--- src/rtl/serial_tx.sv ---
// serial_tx: UART 8N1 transmitter fed by a packet builder, with CTS gating, byte counter and sticky overflow flag.
module serial_tx #(
  parameter int CLKDIV = 104
) (
  input  logic        clk,
  input  logic        rst,
  input  logic [7:0]  DataVal,
  input  logic        DataReady,
  output logic        DataNext,
  input  logic        DataOverf,
  input  logic        ctsN,
  output logic        TxD,
  output logic        busy,
  output logic        ovfSticky,
  input  logic        ovfClr,
  output logic [15:0] byteCount
);
  typedef enum logic [1:0] {IDLE, START, DATA, STOP} state_t;
  localparam logic [15:0] RELOAD = 16'(CLKDIV - 1);
  state_t      state, stateNxt;
  logic [7:0]  shiftReg, shiftNxt;
  logic [15:0] baudCnt, baudNxt;
  logic [2:0]  bitIdx, bitNxt;
  logic [15:0] byteCountNxt;
  logic        txdNxt, nextNxt, ovfNxt, bitEnd;
  assign bitEnd = baudCnt == 16'd0;
  always_comb begin
    stateNxt = state;
    shiftNxt = shiftReg;
    baudNxt = (state == IDLE) ? 16'd0 : (bitEnd ? RELOAD : baudCnt - 16'd1);
    bitNxt = bitIdx;
    txdNxt = TxD;
    nextNxt = 1'b0;
    byteCountNxt = byteCount;
    ovfNxt = DataOverf | (ovfSticky & ~ovfClr);
    case (state)
      IDLE: if (DataReady && !ctsN) begin
        stateNxt = START;
        shiftNxt = DataVal;
        txdNxt = 1'b0;
        baudNxt = RELOAD;
        nextNxt = 1'b1;
      end
      START: if (bitEnd) begin
        stateNxt = DATA;
        txdNxt = shiftReg[0];
        bitNxt = 3'd0;
      end
      DATA: if (bitEnd) begin
        bitNxt = bitIdx + 3'd1;
        stateNxt = (bitIdx == 3'd7) ? STOP : DATA;
        txdNxt = (bitIdx == 3'd7) ? 1'b1 : shiftReg[bitIdx + 3'd1];
      end
      STOP: if (bitEnd) begin
        stateNxt = IDLE;
        byteCountNxt = byteCount + 16'd1;
      end
      default: stateNxt = IDLE;
    endcase
  end
  always_ff @(posedge clk or negedge rst) begin
    if (!rst) begin
      state <= IDLE;
      shiftReg <= '0;
      baudCnt <= '0;
      bitIdx <= '0;
      TxD <= 1'b1;
      DataNext <= 1'b0;
      busy <= 1'b0;
      ovfSticky <= 1'b0;
      byteCount <= '0;
    end else begin
      state <= stateNxt;
      shiftReg <= shiftNxt;
      baudCnt <= baudNxt;
      bitIdx <= bitNxt;
      TxD <= txdNxt;
      DataNext <= nextNxt;
      busy <= stateNxt != IDLE;
      ovfSticky <= ovfNxt;
      byteCount <= byteCountNxt;
    end
  end
endmodule

--- config.mk ---
export PLATFORM = sky130hd
export DESIGN_NAME = serial_tx
export DESIGN_NICKNAME = d
export VERILOG_FILES = /design/src/rtl/serial_tx.sv
export SDC_FILE = /design/constraint.sdc
export NUM_CORES = 1
export LEC_CHECK = 0
export BUFFER_PORTS_ARGS = -buffer_cell sky130_fd_sc_hd__buf_2
export CAP_MARGIN = 20
export CORE_MARGIN = 2
export CORE_UTILIZATION = 35
export DETAILED_ROUTE_END_ITERATION = 16
export GPL_ROUTABILITY_DRIVEN = 0
export SLEW_MARGIN = 30
export SYNTH_ARGS = -nofsm -noshare
export SYNTH_HDL_FRONTEND = slang
export SYNTH_SLANG_ARGS = --single-unit
--- constraint.sdc ---
create_clock -name clk -period 5.2 [get_ports clk]
set_input_delay 0 -clock clk [delete_from_list [all_inputs] [get_ports clk]]
set_output_delay 0 -clock clk [all_outputs]
set_load 0.01 [all_outputs]
## Word level (Yosys, flattened, before mapping)

Cells that the tools add are included.

| storage, ports and cells | value |
|---|---|
| flip-flop bits (word level) | 49 |
| latch bits | 0 |
| bits in writable memories | 0 |
| bits in read-only memories | 0 |
| bits of input ports | 14 |
| output and inout bits | 20 |
| memories kept | 0 |

| operators by class | value |
|---|---|
| add/sub/neg operators | 3 |
| multiply operators | 0 |
| div/mod/pow operators | 0 |
| $lt $le $gt $ge | 1 |
| equal/unequal tests | 7 |
| shifts and indexed selects | 0 |
| muxes and demuxes | 22 |
| bitwise gates (word level) | 3 |
| reductions and logical operators | 11 |

Operator list:

| operator | count |
|---|---|
| $mux 16 | 4 |
| $add 16x1->16 const B | 1 |
| $logic_not 16->1 | 1 |
| $sub 16x1->16 const B | 1 |
| $mux 1 | 8 |
| $mux 2 | 4 |
| $pmux 2 s4 | 1 |
| $mux 3 | 2 |
| $pmux 3 s2 | 1 |
| $eq 2x2->1 const B | 2 |
| $lt 3x4->1 const B | 1 |
| $ne 2x2->1 const B | 2 |
| $reduce_and 2->1 | 2 |
| $reduce_and 4->1 | 1 |
| $reduce_bool 2->1 | 2 |
| $add 3x1->3 const B | 1 |
| $bmux 1 s3 | 1 |
| $eq 3x3->1 const B | 1 |
| $pmux 1 s3 | 1 |
| $reduce_and 3->1 | 1 |
| $reduce_bool 3->1 | 1 |
| $eq 2x1->1 const B | 1 |
| $logic_not 2->1 | 1 |
| $ne 2x1->1 const B | 1 |
| other kinds (5) | 5 |

## Depth between registers and ports, before layout

| logic depth | value |
|---|---|
| depth in word-level cells | 6 |
| depth in mapped cells | 8 |
| gate-level depth less buffers | 7 |

## Least setup slack after synthesis

Ideal clock, no wire load.

| timing | value |
|---|---|
| kind | register to register |
| start point | register state[1] |
| end point | register byteCount[12] |
| setup time | 125 ps |
| arrival time | 1580 ps |
| slack | 3495 ps |
| cell stages (with the launch flop) | 7 |
| path buffers | 0 |
| period minus slack after synthesis | 1705 ps |
| cell sequence | dfrtp_1 ha_1 and4bb_2 nand4_4 nor4b_4 nand3_1 xnor2_1 |

| on the way | value |
|---|---|
| word-level cells in the longest chain between the ends | 2 |

RTL lines:

| item | RTL line | text |
|---|---|---|
| start, declared | 20 | `state_t state, stateNxt;` |
| start signal, assigned | 73 | `state <= stateNxt;` |
| $eq 2x2->1 | 36 | `case (state)` |
| $reduce_and 2->1 (no line) | -- |  |
| end signal, assigned | 81 | `byteCount <= byteCountNxt;` |
| end, declared | 16 | `output logic [15:0] byteCount` |

Every way passes these cells.
A chain may end at the register's enable or synchronous reset.

## Final worst setup path

Same ends and word-level chain as after synthesis.

==> flow_summary_export.csv <==
group,metric,value,unit
status,outcome,"finished, final reports clean",
floorplan,boundaryPins,34,
drt,drt_first_pass_iters,4,
sta,rsz0062_at_grt,"false",
sta,min_period,1870,ps
cts,root_buffer,"clkbuf_8",
cells_and_area,fillerInstances,653,
setup_path,r2r-end,"byteCount[12]$_DFFE_PN0P_",
setup_path,startpoint_type,"flip-flop",
cells_and_area,fin_nets,282,
setup_path,crit_fanout,6,
floorplan,die_h,87.7,um
floorplan,core_area,6790,um^2
cts,cts_tree,"yes",
cts,cts_sinks,49,
cells_and_area,area_delta_synth_final,20.4,%
power_and_ir_drop,peakVddDrop,0.130,mV
cells_and_area,final_area,2950,um^2
setup_path,endpoint_kind,"flip-flop",
floorplan,chipWidth,87.7,um
cts,clock_path_buffers,2,
drt,vias,1692,
run,max_cap_viol_count,0,
min_path,hp-class,"in2reg",
yosys,ys_warn_count,0,
floorplan,initial_core_util,0.361,
cts,cts_buffers,5,
placed_design,place_area,2720,um^2
yosys,synth.avg_cell_area,11.7,um^2
yosys,ys_seq_area_frac,0.501,
floorplan,die_area,7690,um^2
drt,routedWlPerCell,12.6,um
sta,slew_headroom,0.581,
cts,clk_pin_slew,90,ps
cells_and_area,num_antenna_cells,0,
sta,tightest_slew,622,ps
sta,skew,10.1,ps
cells_and_area,fin_util,0.434,
placed_design,portBuffers,33,
setup_path,r2r_cells,6,
cts,insertion_delay,300,ps
power_and_ir_drop,p_leak,0.00138,uW
drt,drt_iter0_markers,68,
placed_design,dp_hpwl,3210,um
cells_and_area,drive_gt1_frac,0.266,
yosys,syn-num-nets,234,
yosys,syn-cell-area,2450,um^2
sta,whs,210,ps
sta,final.period_utilization,0.360,
floorplan,rows,30,
sta,slew_violations,0,
yosys,yosysUniqueCellTypes,47,
global_routing,track_usage,0.130,
setup_path,r2r-start,"state[1]$_DFF_PN0_",
min_path,whs_endpoint,"state[0]$_DFF_PN0_",
drt,drt-vias-per-instance,4.77,
sta,setup_viol,0,
setup_path,ff2ff_setup_slack,3330,ps
sta,hold_violations,0,
setup_path,crit_type,"reg2reg",
sta,clock.fmax,534,MHz
min_path,whs_path_depth,4,
yosys,synth_seq_cells,49,
min_path,min_from,"ctsN",
sta,setup_tns,0,ps
cts,htreeDepth,2,
setup_path,critPathArrivalTime,2070,ps
global_routing,grt_overflow,0,
drt,drt-total-wl,4490,um
drt,drc,0,
global_routing,grt_pass1_vias,1729,
global_routing,grt_pass1_wl,7820,um
setup_path,crit_required,5400,ps
yosys,synthCells,210,
global_routing,antenna_found_initial,0,
drt,drtAntennaViolNets,0,
power_and_ir_drop,power_density,232,nW/um^2
global_routing,grt_start_max_net_pins,50,
cells by family (layout without fill, tap and decap cells):
group	Yosys count	after routing	share of synthesized area
compound gates	23	23	0.0689
mux	12	12	0.0587
fa+ha+maj	10	10	0.0510
xor+xnor	27	27	0.0964
flops	49	49	0.501
buf+inv	14	63	0.0250
simple gates	75	75	0.199
final cells by class:
cell class | instances | area (um^2) | share of cell area
Tap cell | 96 | 120 | 0.0407
Clock inverter | 2 | 37.5 | 0.0127
Clock buffer | 6 | 82.6 | 0.0280
Multi-Input combinational cell | 147 | 1160 | 0.394
Sequential cell | 49 | 1230 | 0.416
Inverter | 10 | 37.5 | 0.0127
Timing Repair Buffer | 45 | 283 | 0.0958
sequential cells by signal, summed over array words and instances, names as in the netlist:
| signal | flops |
|---|---|
| ovfSticky | 1 |
| baudCnt | 16 |
| byteCount | 16 |
| bitIdx | 3 |
| state | 2 |
| DataNext | 1 |
| shiftReg | 8 |
| busy | 1 |
| TxD | 1 |
where the power goes:
part           leakage [uW]  total [uW]  switching, uW  internal, uW
registers          0.000648         381          0.228           381
logic              0.000678        20.5           10.2          10.3
clock network     0.0000574         282            125           156
total               0.00138         684            136           548
metrics by stage:
step                      std cells  worst slack, ps  power (uW)
after floorplan                 210             3490         391
after CTS                       355             3280         699
final                           355             3330         684
after detailed placement        336             3300         404
after global placement          336             3350         404
after global routing            355             3110         718
worst max-delay path, cell delays in order (launching register included):
cell	delay, ps
dfrtp_1	410
ha_1	320
and4bb_2	300
nand4_4	180
nor4b_4	300
nand3_1	130
xnor2_1	130
cell usage after synthesis (all sizes together):
cell type   n  area [um^2]
nor3b       1         7.51
dfstp       1         26.3
xor2        9         78.8
nor4        4         70.1
and2        3         20.0
nor2       18         75.1
mux4        1         22.5
and4bb      1         12.5
o311a       1         11.3
nand4b      1         8.76
a22oi       1         7.51
nand4       9         71.3
xnor2      18          158
clkbuf      2         7.51
nor2b       2         12.5
nor3        8         50.1
a31oi       1         6.26
ha         10          125
or2         2         12.5
nand3       9         45.0
or3         1         6.26
a32o        2         20.0
o311ai      1         8.76
dfrtp      48         1200
mux2i       2         20.0
a21o        1         7.51
o31ai       3         27.5
inv        10         37.5
o41ai       1         16.3
nand2      11         41.3
nor4b       1         23.8
a21oi       5         25.0
and4        1         11.3
o21ai       7         38.8
and3        2         12.5
buf         2         16.3
mux2        9          101
and3b       1         8.76
layout by cell type (no fill, tap or decap), drive strengths merged, types with 8 or more instances in the layout:
cell type and count:
dfrtp 48, buf 34, xnor2 18, nor2 18
nand2 11, dlygate4sd3 11, inv 10, ha 10
nand3 9, xor2 9, mux2 9, nand4 9
nor3 8
layer usage:
metal | global-route usage | vias up | routed length (um)
met4 | 0.0462 | 0 | 31
met5 | 0 | - | 0
met3 | 0.0283 | 5 | 126
met1 | 0.161 | 828 | 2030
met2 | 0.222 | 28 | 2300
li1 | - | 831 | -
worst max-delay path by stage:
stage          slack, ps                   endpoint          startpoint
4_1_cts             3280  byteCount[12]$_DFFE_PN0P_  state[1]$_DFF_PN0_
3_3_place_gp        3350  byteCount[15]$_DFFE_PN0P_  state[0]$_DFF_PN0_
5_1_grt             3110  byteCount[14]$_DFFE_PN0P_  state[0]$_DFF_PN0_
6_report            3330  byteCount[12]$_DFFE_PN0P_  state[1]$_DFF_PN0_
3_5_place_dp        3300  byteCount[12]$_DFFE_PN0P_  state[1]$_DFF_PN0_
2_1_floorplan       3490  byteCount[12]$_DFFE_PN0P_  state[1]$_DFF_PN0_
timing repair:
action,in CTS,in global routing
hold buffers,11,0
hold endpoints to repair,57,0
resized for setup,0,0
buffers inserted,0,0
Power figures use the tool's default switching activity.
